[src/rtl/bin_to_bcd_pkg.sv]
// Shared types and sizing for the sequential binary-to-BCD converter.
// Used by bin_to_bcd_seq and its per-digit adjust cell.
package bin_to_bcd_pkg;

    // Controller states: wait for a request, run the iterations, present the result
    typedef enum logic [1:0] {
        IDLE = 2'd0,
        CONV = 2'd1,
        DONE = 2'd2
    } state_t;

    localparam int BIN_W      = 14;     // operand width, 0..16383
    localparam int BCD_DIGITS = 4;      // digits shown on the display
    localparam int SCR_DIGITS = 5;      // scratch digits (one extra to detect > 9999)
    localparam int N_ITER     = 14;     // one double-dabble iteration per operand bit
    localparam int MAX_DEC    = 9999;   // largest value the display can show

    localparam int DISP_W = 4 * BCD_DIGITS;
    localparam int SCR_W  = 4 * SCR_DIGITS;
    localparam int CNT_W  = 4;

    // Counter value during the final iteration
    localparam logic [CNT_W-1:0] LAST_ITER = CNT_W'(N_ITER - 1);

    // Display pattern used when an out-of-range operand is clamped
    localparam logic [DISP_W-1:0] DISP_SAT = 16'h9999;

endpackage

[src/rtl/bin_to_bcd_seq_digit_adj.sv]
// Double-dabble digit correction: a nibble of 5 or more gets 3 added so that
// the following left shift carries correctly into the next decimal digit.
module bcd_digit_adj (
    input  logic [3:0] din,
    output logic [3:0] dout
);

    // Add-3 correction for one scratch digit
    always_comb begin
        dout = din;
        if (din >= 4'd5) begin
            dout = din + 4'd3;
        end
    end

endmodule

[src/rtl/bin_to_bcd_seq.sv]
// Sequential 14-bit binary to 4-digit BCD converter (shift-and-add-3).
// One iteration per clock; result, point pattern and overflow flag are
// registered on the final iteration and held until the next conversion.
// Build option: define BCD_SATURATE_EN to clamp operands above 9999 to 9999
// on the display; otherwise the low four decimal digits are shown.
module bin_to_bcd_seq
    import bin_to_bcd_pkg::*;
(
    input  logic              clk5,
    input  logic              reset_n,
    input  logic              start,
    input  logic [BIN_W-1:0]  bin_in,
    input  logic [3:0]        point_in,
    output logic [DISP_W-1:0] dispVal,
    output logic [3:0]        point,
    output logic              busy,
    output logic              done,
    output logic              ovf
);

    state_t                   state;
    state_t                   state_nxt;

    logic [SCR_W-1:0]         scr;
    logic [SCR_W-1:0]         scr_adj;
    logic [SCR_W-1:0]         scr_nxt;
    logic [BIN_W-1:0]         sh;
    logic [BIN_W-1:0]         sh_nxt;
    logic [SCR_W+BIN_W-1:0]   shifted;
    logic [CNT_W-1:0]         cnt;
    logic [3:0]               pt_lat;

    logic                     accept;
    logic                     last_iter;
    logic                     ovf_nxt;

`ifdef BCD_SATURATE_EN
    // Clamp the displayed value when the operand exceeds the display range
    function automatic logic [DISP_W-1:0] sat_bcd(input logic [DISP_W-1:0] low,
                                                  input logic              over);
        logic [DISP_W-1:0] r;
        r = low;
        if (over) begin
            r = DISP_SAT;
        end
        return r;
    endfunction
`endif

    // One correction cell per scratch digit
    for (genvar g = 0; g < SCR_DIGITS; g++) begin : g_adj
        bcd_digit_adj u_adj (
            .din  (scr[4*g +: 4]),
            .dout (scr_adj[4*g +: 4])
        );
    end

    // The corrected scratch and the operand shift together as one long register
    assign shifted = {scr_adj, sh} << 1;
    assign scr_nxt = shifted[SCR_W+BIN_W-1:BIN_W];
    assign sh_nxt  = shifted[BIN_W-1:0];

    assign accept    = (state == IDLE) && start;
    assign last_iter = (state == CONV) && (cnt == LAST_ITER);

    // The fifth digit is non-zero only for operands above 9999
    assign ovf_nxt = (scr_nxt[SCR_W-1:DISP_W] != 4'd0);

    // Status outputs are decoded straight from the state register
    assign busy = (state != IDLE);
    assign done = (state == DONE);

    // State register
    always_ff @(posedge clk5 or negedge reset_n) begin
        if (!reset_n) begin
            state <= IDLE;
        end else begin
            state <= state_nxt;
        end
    end

    // Next-state logic; a request is only honoured while idle
    always_comb begin
        state_nxt = state;
        case (state)
            IDLE: begin
                if (start) begin
                    state_nxt = CONV;
                end
            end
            CONV: begin
                if (cnt == LAST_ITER) begin
                    state_nxt = DONE;
                end
            end
            DONE: begin
                state_nxt = IDLE;
            end
            default: begin
                state_nxt = IDLE;
            end
        endcase
    end

    // Working registers: load on accept, iterate while converting
    always_ff @(posedge clk5 or negedge reset_n) begin
        if (!reset_n) begin
            scr    <= '0;
            sh     <= '0;
            cnt    <= '0;
            pt_lat <= '0;
        end else if (accept) begin
            scr    <= '0;
            sh     <= bin_in;
            cnt    <= '0;
            pt_lat <= point_in;
        end else if (state == CONV) begin
            scr    <= scr_nxt;
            sh     <= sh_nxt;
            cnt    <= cnt + 1'b1;
        end
    end

    // Result registers: updated only on the final iteration, held otherwise
    always_ff @(posedge clk5 or negedge reset_n) begin
        if (!reset_n) begin
            dispVal <= '0;
            point   <= '0;
            ovf     <= 1'b0;
        end else if (last_iter) begin
`ifdef BCD_SATURATE_EN
            dispVal <= sat_bcd(scr_nxt[DISP_W-1:0], ovf_nxt);
`else
            dispVal <= scr_nxt[DISP_W-1:0];
`endif
            point   <= pt_lat;
            ovf     <= ovf_nxt;
        end
    end

endmodule
[config.mk]
export PLATFORM = sky130hd
export DESIGN_NAME = bin_to_bcd_seq
export DESIGN_NICKNAME = d
export VERILOG_FILES = /design/src/rtl/bin_to_bcd_pkg.sv /design/src/rtl/bin_to_bcd_seq_digit_adj.sv /design/src/rtl/bin_to_bcd_seq.sv
export SDC_FILE = /design/constraint.sdc
export NUM_CORES = 1
export LEC_CHECK = 0
export BUFFER_PORTS_ARGS = -buffer_cell sky130_fd_sc_hd__buf_2
export CAP_MARGIN = 20
export CELL_PAD_IN_SITES_DETAIL_PLACEMENT = 1
export CELL_PAD_IN_SITES_GLOBAL_PLACEMENT = 1
export CORE_ASPECT_RATIO = 0.9
export CORE_MARGIN = 3
export CORE_UTILIZATION = 25
export CTS_BUF_LIST = sky130_fd_sc_hd__clkbuf_16
export CTS_CLUSTER_DIAMETER = 80
export DETAILED_ROUTE_END_ITERATION = 8
export GPL_TIMING_DRIVEN = 0
export PLACE_DENSITY = 0.55
export SLEW_MARGIN = 15
export SYNTH_ARGS = -nofsm -noshare
export SYNTH_HDL_FRONTEND = slang
export SYNTH_SLANG_ARGS = --single-unit
[constraint.sdc]
create_clock -name clk5 -period 2.03 [get_ports clk5]
set_input_delay 0.1015 -clock clk5 [delete_from_list [all_inputs] [get_ports clk5]]
set_output_delay 0.1015 -clock clk5 [all_outputs]
set_load 0.05 [all_outputs]
==> results of run 1 <==
## repair_timing
action,in CTS,in global routing
endpoints found under the setup margin,0,0
endpoints found under the hold margin,48,0
hold buffers,19,0
## worst max-delay path: stages (launching register included)
cell and delay (ns):
dfrtp_1 0.40, inv_1 0.11, ha_1 0.26, nand2b_1 0.09, a21oi_1 0.24, mux2_2 0.40, o21ai_0 0.14
## cell usage after synthesis (4+ instances only)
master	number
a21oi_1	11
a22oi_1	13
buf_2	7
buf_6	5
dfrtp_1	65
ha_1	12
inv_1	13
mux2_2	9
nand2_1	80
nand2b_1	5
nand3_1	4
nor3_1	5
nor3b_1	7
o21ai_0	26
o21ai_2	11
xnor2_1	4
## area by class of cell
type,count,share of cell area
flip-flops and latches,65,0.406
multi-input cells,216,0.329
repair buffers,63,0.107
clock buffers,9,0.0563
well taps,156,0.0488
plain buffers,14,0.0247
inverters,14,0.0144
clock inverters,7,0.0131
## cells by family (layout without fill, tap and decap cells)
family,Yosys count,count (layout),synth area share
AOI/OAI and AO/OA,74,74,0.154
DFF,65,65,0.524
xor gates and xnor gates,5,5,0.0141
and+or+nand+nor,116,116,0.176
muxes,9,9,0.0327
buffers and inverters,28,107,0.0504
adders and majority gates,12,12,0.0484
## flip-flops by register name, summed over array words and instances, names as in the netlist
| name | flops |
|---|---|
| ovf | 1 |
| scr | 20 |
| state | 2 |
| dispVal | 16 |
| pt_lat | 4 |
| cnt | 4 |
| point | 4 |
| sh | 14 |
## worst max-delay path by stage
stage | end | cells after the start | slack, ns | startpoint
after floorplan | scr[10]$_DFFE_PN0P_ | 6 | 0.49 | scr[8]$_DFFE_PN0P_
after global placement | scr[10]$_DFFE_PN0P_ | 6 | 0.35 | scr[8]$_DFFE_PN0P_
after detailed placement | scr[10]$_DFFE_PN0P_ | 6 | 0.31 | scr[9]$_DFFE_PN0P_
after CTS | scr[10]$_DFFE_PN0P_ | 6 | 0.30 | scr[8]$_DFFE_PN0P_
after global routing | scr[14]$_DFFE_PN0P_ | 6 | 0.15 | scr[13]$_DFFE_PN0P_
final | scr[10]$_DFFE_PN0P_ | 6 | 0.31 | scr[8]$_DFFE_PN0P_
## per-layer routing
layer	wire (um)	vias to the layer above	global-route usage	part of all wire
met5	0	-	0	0
met4	96	0	0.0244	0.013
met3	295	10	0.0452	0.039
met2	3500	39	0.188	0.46
met1	3690	1231	0.164	0.49
li1	-	1198	-	-
## per-stage QoR
stage | std cells | total power, uW | hold WS [ns] | util
after floorplan | 309 | 4690 | -0.194 | -
after detailed placement | 509 | 5580 | 0.0729 | 0.301
after global routing | 544 | 7600 | 0.294 | 0.340
after CTS | 544 | 7120 | 0.276 | 0.340
after global placement | 508 | 5450 | 0.320 | 0.299
final | 544 | 6990 | 0.269 | 0.340
## power by group through the flow
stage	Clock, uW	Sequential (uW)	Combinational, uW
after floorplan	0	2840	1860
after global placement	0	2320	3130
after detailed placement	0	2340	3240
after CTS	1510	2320	3280
after global routing	1590	2410	3610
final	1460	2310	3210
==> results by group, run 1 <==
Status
  – Outcome: completed

Synth
  – Yosys reg bits: 65
  – Primary FF master, synth: dfrtp_1
  – Mapped Cells: 309
  – YS warnings: 0
  – Avg Cell Area, Syn: between 10 and 15 um^2
  – Leading area contributor after synthesis: dfrtp_1
  – Synthesized net count: ~340
  – Distinct cells, synth: 41
  – Synthesized area: about 3100 um^2
  – Seq/Total Area, Yosys: 0.524
  – Synth area leaders: dfrtp_1 (52%), nand2_1 (9.7%), ha_1 (4.8%)
  – Share of the synthesized area in the top cell type: 0.524
  – Synth async-reset ratio: 1.00
  – Post-synth EDFFs: 0

GRT
  – Initial antenna violation count: 0
  – First-pass GRT wire length: roughly 13000 um
  – Grt total ovfl: 0
  – Total track usage: 0.122
  – Number of global-route vias before repair: 2639
  – Largest net degree at the start of global routing: 36

Critical path
  – R2R depth: 6
  – Startpoint types: flip-flop
  – CP max FO: 5
  – Crit end category: flip-flop
  – CP required: between 2 and 2.5 ns
  – Reg-to-reg slack, setup: 0.31 ns
  – Reg2reg start: scr[8]$_DFFE_PN0P_
  – R2r endpoint: scr[10]$_DFFE_PN0P_
  – Worst Setup Path Type: reg -> reg
  – Critical Path AT: between 1.5 and 2 ns

Cells and area
  – Most frequent cells in the layout: nand2_1 (80), dfrtp_1 (65), buf_2 (49)
  – Area growth from synthesis to layout: 29.0%
  – Multi-input combinational cell area: 1320 um^2
  – Final instance area: between 4000 and 5000 um^2
  – Final net count: ~420
  – Ant. Diodes: 0
  – Register area: between 1500 and 2000 um^2
  – Layout cell share with drive strength beyond 1: 0.240
  – # fillers: roughly 1.4k
  – Commonest non-fill, non-tap cell in the layout: nand2_1

STA
  – Tcrit/Tclk final: 0.850
  – Fin. max-slew vios: 0
  – Final setup fails: 0
  – Minimum clock period: ~1.7 ns
  – Setup ws final: about 0.31 ns
  – RSZ-0062 raised after global routing: no
  – Setup TNS: 0 ns
  – Final hold violations: 0
  – Max_slew headroom: 0.641
  – F_max: just under 0.6 GHz
  – Tightest Pin Transition: 0.538 ns
  – Worst Clk Skew: around 0.0065 ns

Floorplan
  – Initial Util: 0.264
  – Num ports: 44
  – Core Area: around 12000 um^2
  – Rows: 37
  – Full die area: about 14000 um^2
  – Die height: about 110 um
  – Die Span X: between 100 and 150 um

Power and ir drop
  – Seq pwr share: 0.331
  – Peak supply drop: around 0.52 mV
  – P_leak: roughly 0.0019 uW
  – Comb pwr share: 0.460
  – Internal power: between 3000 and 4000 uW
  – Clock power frac: 0.209
  – Sw power: between 3000 and 4000 uW
  – Pwr/cell area: between 1500 and 2000 nW/um^2
  – Switching Fraction: 0.437

Min path
  – Hold Crit Class: in -> async

Clocking
  – Reg clk slew, reported paths: 0.05 ns
  – Post CTS Setup Buffer Count: 0
  – Root buffer cell: clkbuf_16
  – TritonCTS clock tree: done
  – CTS buffer count: 9
  – Clock Sinks: 65
  – CTS Buffer Depth: 2
  – Clk Latency, worst-skew pair: 0.33 ns
  – # resized after CTS: 0
  – H-tree depth: 3

Detailed routing
  – DRC: 0
  – Drt via density: 4.56
  – TritonRoute pass-1 iters: 4
  – Routed length per instance: 13.9 um
  – Total number of vias: approximately 2.5k
  – Routed wire length: about 7600 um
  – Final ANT Viol Nets: 0
  – 1st-iter DRT viols: 56

Placement
  – Final RePlAce weighted congestion: 0.778
  – DP HPWL: between 5000 and 6000 um
  – Port-buffer cells: 43
  – Pre-CTS setup slack: between 0.3 and 0.4 ns
  – Placed cell area: ~3500 um^2

Flow run
  – Maxcap violations: 0
No activity file was read; power rests on OpenSTA's default activity.
==> run 2, diff against run 1 <==
clock period = 1.77 ns   (was 2.03 ns; I/O delays follow)
==> results by group, run 2 (synthesized netlist as in run 1, its figures left out) <==
Detailed routing
  – TritonRoute pass-1 iters: 4
  – DRC: 0
  – Routed length per instance: 14.0 um
  – Routed wire length: approximately 7600 um
  – Total number of vias: 2489
  – Final ANT Viol Nets: 0
  – 1st-iter DRT viols: 57
  – Drt via density: around 4.6

Cells and area
  – # fillers: ~1.4k
  – Final instance area: ~4000 um^2
  – Commonest non-fill, non-tap cell in the layout: nand2_1
  – Max reg flops: 20
  – Top reg by flops: scr
  – Multi-input combinational cell area: 1340 um^2
  – Largest registers: scr: 20 flops, dispVal: 16 flops, sh: 14 flops
  – Layout cell share with drive strength beyond 1: 0.260
  – Area growth from synthesis to layout: 29.8%
  – Most frequent cells in the layout: nand2_1 (80), dfrtp_1 (65), buf_2 (49)
  – Ant. Diodes: 0
  – Final net count: 416
  – Register area: roughly 1600 um^2

STA
  – Tcrit/Tclk final: 0.957
  – Fin. max-slew vios: 0
  – Final setup fails: 0
  – Minimum clock period: approximately 1.7 ns
  – Tightest Pin Transition: between 0.5 and 0.6 ns
  – Worst Clk Skew: 0.00679 ns
  – Final hold violations: 0
  – F_max: approximately 0.59 GHz
  – Max_slew headroom: 0.643

Clocking
  – H-tree depth: 3
  – Clock Sinks: between 60 and 70
  – Clk Latency, worst-skew pair: about 0.33 ns
  – Root buffer cell: clkbuf_16
  – CTS buffer count: 9
  – TritonCTS clock tree: done
  – Post CTS Setup Buffer Count: 0
  – Reg clk slew, reported paths: 0.05 ns
  – CTS Buffer Depth: 2

GRT
  – First-pass GRT wire length: 13100 um
  – Total track usage: 0.122
  – Grt total ovfl: 0
  – Number of global-route vias before repair: ~2.6k
  – Initial antenna violation count: 0
  – Largest net degree at the start of global routing: 36

Critical path
  – CP required: approximately 2.0 ns
  – CP max FO: 5
  – Crit end category: flip-flop
  – Worst Setup Path Type: reg -> reg
  – Reg2reg start: scr[9]$_DFFE_PN0P_
  – Critical-path cell list: inv_1 -> ha_2 -> nand2b_1 -> a21oi_1 -> mux2_2 -> o21ai_0
  – R2r endpoint: scr[10]$_DFFE_PN0P_
  – Max incr delay on CP: between 0.3 and 0.4 ns
  – Reg-to-reg slack, setup: around 0.077 ns
  – Startpoint types: flip-flop
  – Slowest CP cell: dfrtp_1
  – Critical Path AT: ~1.9 ns
  – R2R depth: 6

Flow run
  – Maxcap violations: 0

Floorplan
  – Full die area: around 14000 um^2
  – Die Span X: ~120 um
  – Die height: 112 um
  – Rows: 37
  – Num ports: 44
  – Initial Util: 0.264
  – Core Area: approximately 12000 um^2

Placement
  – DP HPWL: roughly 5400 um
  – Placed cell area: between 3000 and 4000 um^2
  – Port-buffer cells: 43
  – Final RePlAce weighted congestion: 0.778

Power and ir drop
  – Clock power frac: 0.207
  – Switching Fraction: 0.437
  – Comb pwr share: 0.464
  – P_leak: around 0.0019 uW
  – Pwr/cell area: approximately 2000 nW/um^2
  – Sw power: 3540 uW
  – Total power: 8090 uW
  – Internal power: 4550 uW
  – Seq pwr share: 0.329
  – Peak supply drop: 0.600 mV

Status
  – Outcome: completed

Min path
  – Hold Crit Class: in -> async
run 2: cell types whose count changed in the layout (fill, tap and decap cells not counted):
cell     previous run  this run
o21ai_0            26        24
a21oi_1            11         8
ha_1               12         7
ha_2                0         5
a21oi_2             0         3
o21ai_1             3         5
run 2: worst max-delay path, delay by kind of cell, from the launching register on:
kind	cells	cell delay [ns]
AOI/OAI and AO/OA	2	0.37
adders and majority gates	1	0.25
buffers and inverters	1	0.12
DFF	1	0.39
muxes	1	0.39
and+or+nand+nor	1	0.08
run 2: worst max-delay path by stage:
stage	start	end	slack [ns]
4_1_cts	scr[8]$_DFFE_PN0P_	scr[10]$_DFFE_PN0P_	0.04
3_5_place_dp	scr[9]$_DFFE_PN0P_	scr[10]$_DFFE_PN0P_	0.05
6_report	scr[9]$_DFFE_PN0P_	scr[10]$_DFFE_PN0P_	0.08
3_3_place_gp	scr[8]$_DFFE_PN0P_	scr[10]$_DFFE_PN0P_	0.09
5_1_grt	scr[9]$_DFFE_PN0P_	scr[10]$_DFFE_PN0P_	-0.03
2_1_floorplan	scr[8]$_DFFE_PN0P_	scr[10]$_DFFE_PN0P_	0.23
run 2: power groups by stage:
stage               Clock (uW)  Sequential (uW)  Combinational, uW
global placement             0             2660               3600
finish                    1680             2660               3750
floorplan                    0             3250               2130
CTS                       1740             2660               3760
detailed placement           0             2680               3720
global route              1820             2770               4210
run 2: stage by stage:
stage	setup slack (ns)	hold WS [ns]	utilization	cells	TNS (ns)
after CTS	0.0393	0.263	0.340	544	0
after floorplan	0.231	-0.207	-	309	0
after global routing	-0.0294	0.281	0.342	544	-0.0294
final	0.0768	0.257	0.342	544	0
after detailed placement	0.0510	0.0599	0.301	509	0
after global placement	0.0864	0.307	0.299	508	0
run 2: what timing repair did:
action,4_1_cts,5_1_grt
endpoints found under the hold margin,48,0
gates resized for setup,0,10
hold buffers,19,0
setup endpoints to repair,0,8
run 2: cell type report:
cell class	instances	area share
Sequential cell	65	0.404
Multi-Input combinational cell	216	0.333
Timing Repair Buffer	63	0.106
Clock buffer	9	0.0559
Tap cell	156	0.0485
Buffer	14	0.0245
Inverter	14	0.0143
Clock inverter	7	0.0131
run 2: routing by layer:
| metal | vias up | routed length (um) | track usage |
|---|---|---|---|
| met1 | 1238 | 3670 | 0.164 |
| met4 | 0 | 96 | 0.0244 |
| met5 | - | 0 | 0 |
| met2 | 39 | 3580 | 0.188 |
| li1 | 1202 | - | - |
| met3 | 10 | 287 | 0.0452 |
==> run 3, diff against run 2 <==
clock period = 2.2 ns   (was 1.77 ns; I/O delays follow)
==> results by group, run 3 (synthesized netlist as in run 1, its figures left out) <==
Power and ir drop
  – Pwr/cell area: 1630 nW/um^2
  – Peak supply drop: around 0.48 mV
  – P_leak: about 0.0019 uW

Detailed routing
  – DRC: 0
  – Routed length per instance: around 14 um
  – Drt via density: between 4 and 5
  – Routed wire length: 7500 um
  – 1st-iter DRT viols: 58
  – Final ANT Viol Nets: 0
  – TritonRoute pass-1 iters: 4
  – Total number of vias: between 2k and 2.5k

Clocking
  – Post CTS Setup Buffer Count: 0
  – Clk Latency, worst-skew pair: about 0.33 ns
  – CTS buffer count: 9
  – Clock Sinks: 65
  – # resized after CTS: 0
  – H-tree depth: 3
  – CTS Buffer Depth: 2
  – Root buffer cell: clkbuf_16
  – TritonCTS clock tree: done
  – CTS Hold Bufs: 13
  – Reg clk slew, reported paths: about 0.05 ns

STA
  – Setup TNS: 0 ns
  – Worst Clk Skew: around 0.0065 ns
  – Hold_ws: approximately 0.009 ns
  – RSZ-0062 raised after global routing: no
  – Tcrit/Tclk final: 0.784
  – F_max: between 0.5 and 0.6 GHz
  – Minimum clock period: between 1.5 and 2 ns
  – Final setup fails: 0
  – Max_slew headroom: 0.642
  – Final hold violations: 0
  – Setup ws final: 0.475 ns
  – Fin. max-slew vios: 0
  – Tightest Pin Transition: ~0.54 ns

Floorplan
  – Initial Util: 0.264
  – Num ports: 44
  – Core Area: around 12000 um^2
  – Full die area: approximately 14000 um^2
  – Rows: 37
  – Die Span X: 123 um
  – Die height: ~110 um

GRT
  – Met2 usage: 0.183
  – Total track usage: 0.121
  – M3 GR Usage: 0.0457
  – Global-route met1 utilization: 0.165
  – First-pass GRT wire length: between 10000 and 15000 um
  – Grt total ovfl: 0
  – Top Usage Layer GRT: met2
  – Initial antenna violation count: 0
  – Number of global-route vias before repair: ~2.6k
  – Largest net degree at the start of global routing: 36

Min path
  – Hold Crit Class: in -> reg

Critical path
  – Critical-path cell list: inv_1 -> ha_1 -> nand2b_1 -> a21oi_1 -> mux2_2 -> o21ai_0
  – Startpoint types: flip-flop
  – Reg-to-reg slack, setup: about 0.48 ns
  – Slowest CP cell: dfrtp_1
  – Worst Setup Path Type: reg -> reg
  – CP required: roughly 2.5 ns
  – Max incr delay on CP: about 0.40 ns
  – Crit end category: flip-flop
  – CP max FO: 5
  – Critical Path AT: about 2 ns

Cells and area
  – Top reg by flops: scr
  – Commonest non-fill, non-tap cell in the layout: nand2_1
  – Final net count: between 400 and 500
  – Layout cell share with drive strength beyond 1: 0.243
  – Ant. Diodes: 0
  – Largest registers: scr: 20 flops, dispVal: 16 flops, sh: 14 flops
  – # fillers: 1373
  – Fin util: 0.335
  – Area growth from synthesis to layout: 27.1%
  – Most frequent cells in the layout: nand2_1 (80), dfrtp_1 (65), buf_2 (49)
  – Max reg flops: 20

Status
  – Outcome: completed

Placement
  – Pre-CTS setup slack: just under 0.5 ns
  – Final RePlAce weighted congestion: just under 0.8
  – DP HPWL: between 5000 and 6000 um
  – Port-buffer cells: between 40 and 50

Flow run
  – Maxcap violations: 0
[run 3: cell types whose count changed in the layout (fill, tap and decap cells not counted), sizes merged]
| cell | previous run | this run |
|---|---|---|
| dlygate4sd3 | 19 | 13 |
[run 3: report_power, final]
| group | total [uW] | leakage [uW] | internal [uW] | switching [uW] |
|---|---|---|---|---|
| Combinational | 2950 | 0.000892 | 1030 | 1920 |
| Clock | 1350 | 0.000138 | 852 | 495 |
| Sequential | 2130 | 0.000825 | 1740 | 395 |
[run 3: layer usage]
layer,part of all wire,vias to the layer above
li1,-,1186
met3,0.041,9
met4,0.012,0
met1,0.49,1236
met2,0.45,41
met5,0,-
[run 3: final cells by class]
class | count | area, um^2 | area share
Clock buffer | 9 | 225 | 0.0571
Multi-Input combinational cell | 216 | 1320 | 0.334
Buffer | 14 | 98.8 | 0.0251
Sequential cell | 65 | 1630 | 0.413
Timing Repair Buffer | 57 | 368 | 0.0933
Tap cell | 156 | 195 | 0.0495
Inverter | 14 | 57.6 | 0.0146
Clock inverter | 7 | 52.6 | 0.0133
[run 3: through the flow]
stage / instance area, um^2 / std cells / total power, uW
2_1_floorplan: 3100 / 309 / 4330
3_5_place_dp: 3530 / 509 / 5150
4_1_cts: 3940 / 538 / 6560
5_1_grt: 3940 / 538 / 7010
3_3_place_gp: 3510 / 508 / 5030
6_report: 3940 / 538 / 6440
[run 3: worst paths after layout]
path | startpoint | depth (start not counted) | to
max in group asynchronous | reset_n | 3 | pt_lat[2]$_DFFE_PN0P_
worst max register to register | scr[8]$_DFFE_PN0P_ | 6 | scr[10]$_DFFE_PN0P_
worst max-delay path | scr[8]$_DFFE_PN0P_ | 6 | scr[10]$_DFFE_PN0P_
worst min-delay path | bin_in[13] | 3 | sh[13]$_DFFE_PN0P_
min in group asynchronous | reset_n | 2 | dispVal[5]$_DFFE_PN0P_
worst min register to register | pt_lat[1]$_DFFE_PN0P_ | 2 | point[1]$_DFFE_PN0P_
[run 3: worst max-delay path: cells and delay by family (launching register included)]
family | cells | cell delay (ns)
adder cells (fa/ha/maj) | 1 | 0.26
AO/OA/AOI/OAI | 2 | 0.38
buffers and inverters | 1 | 0.11
multiplexers | 1 | 0.40
flip-flops | 1 | 0.40
AND/OR/NAND/NOR | 1 | 0.09
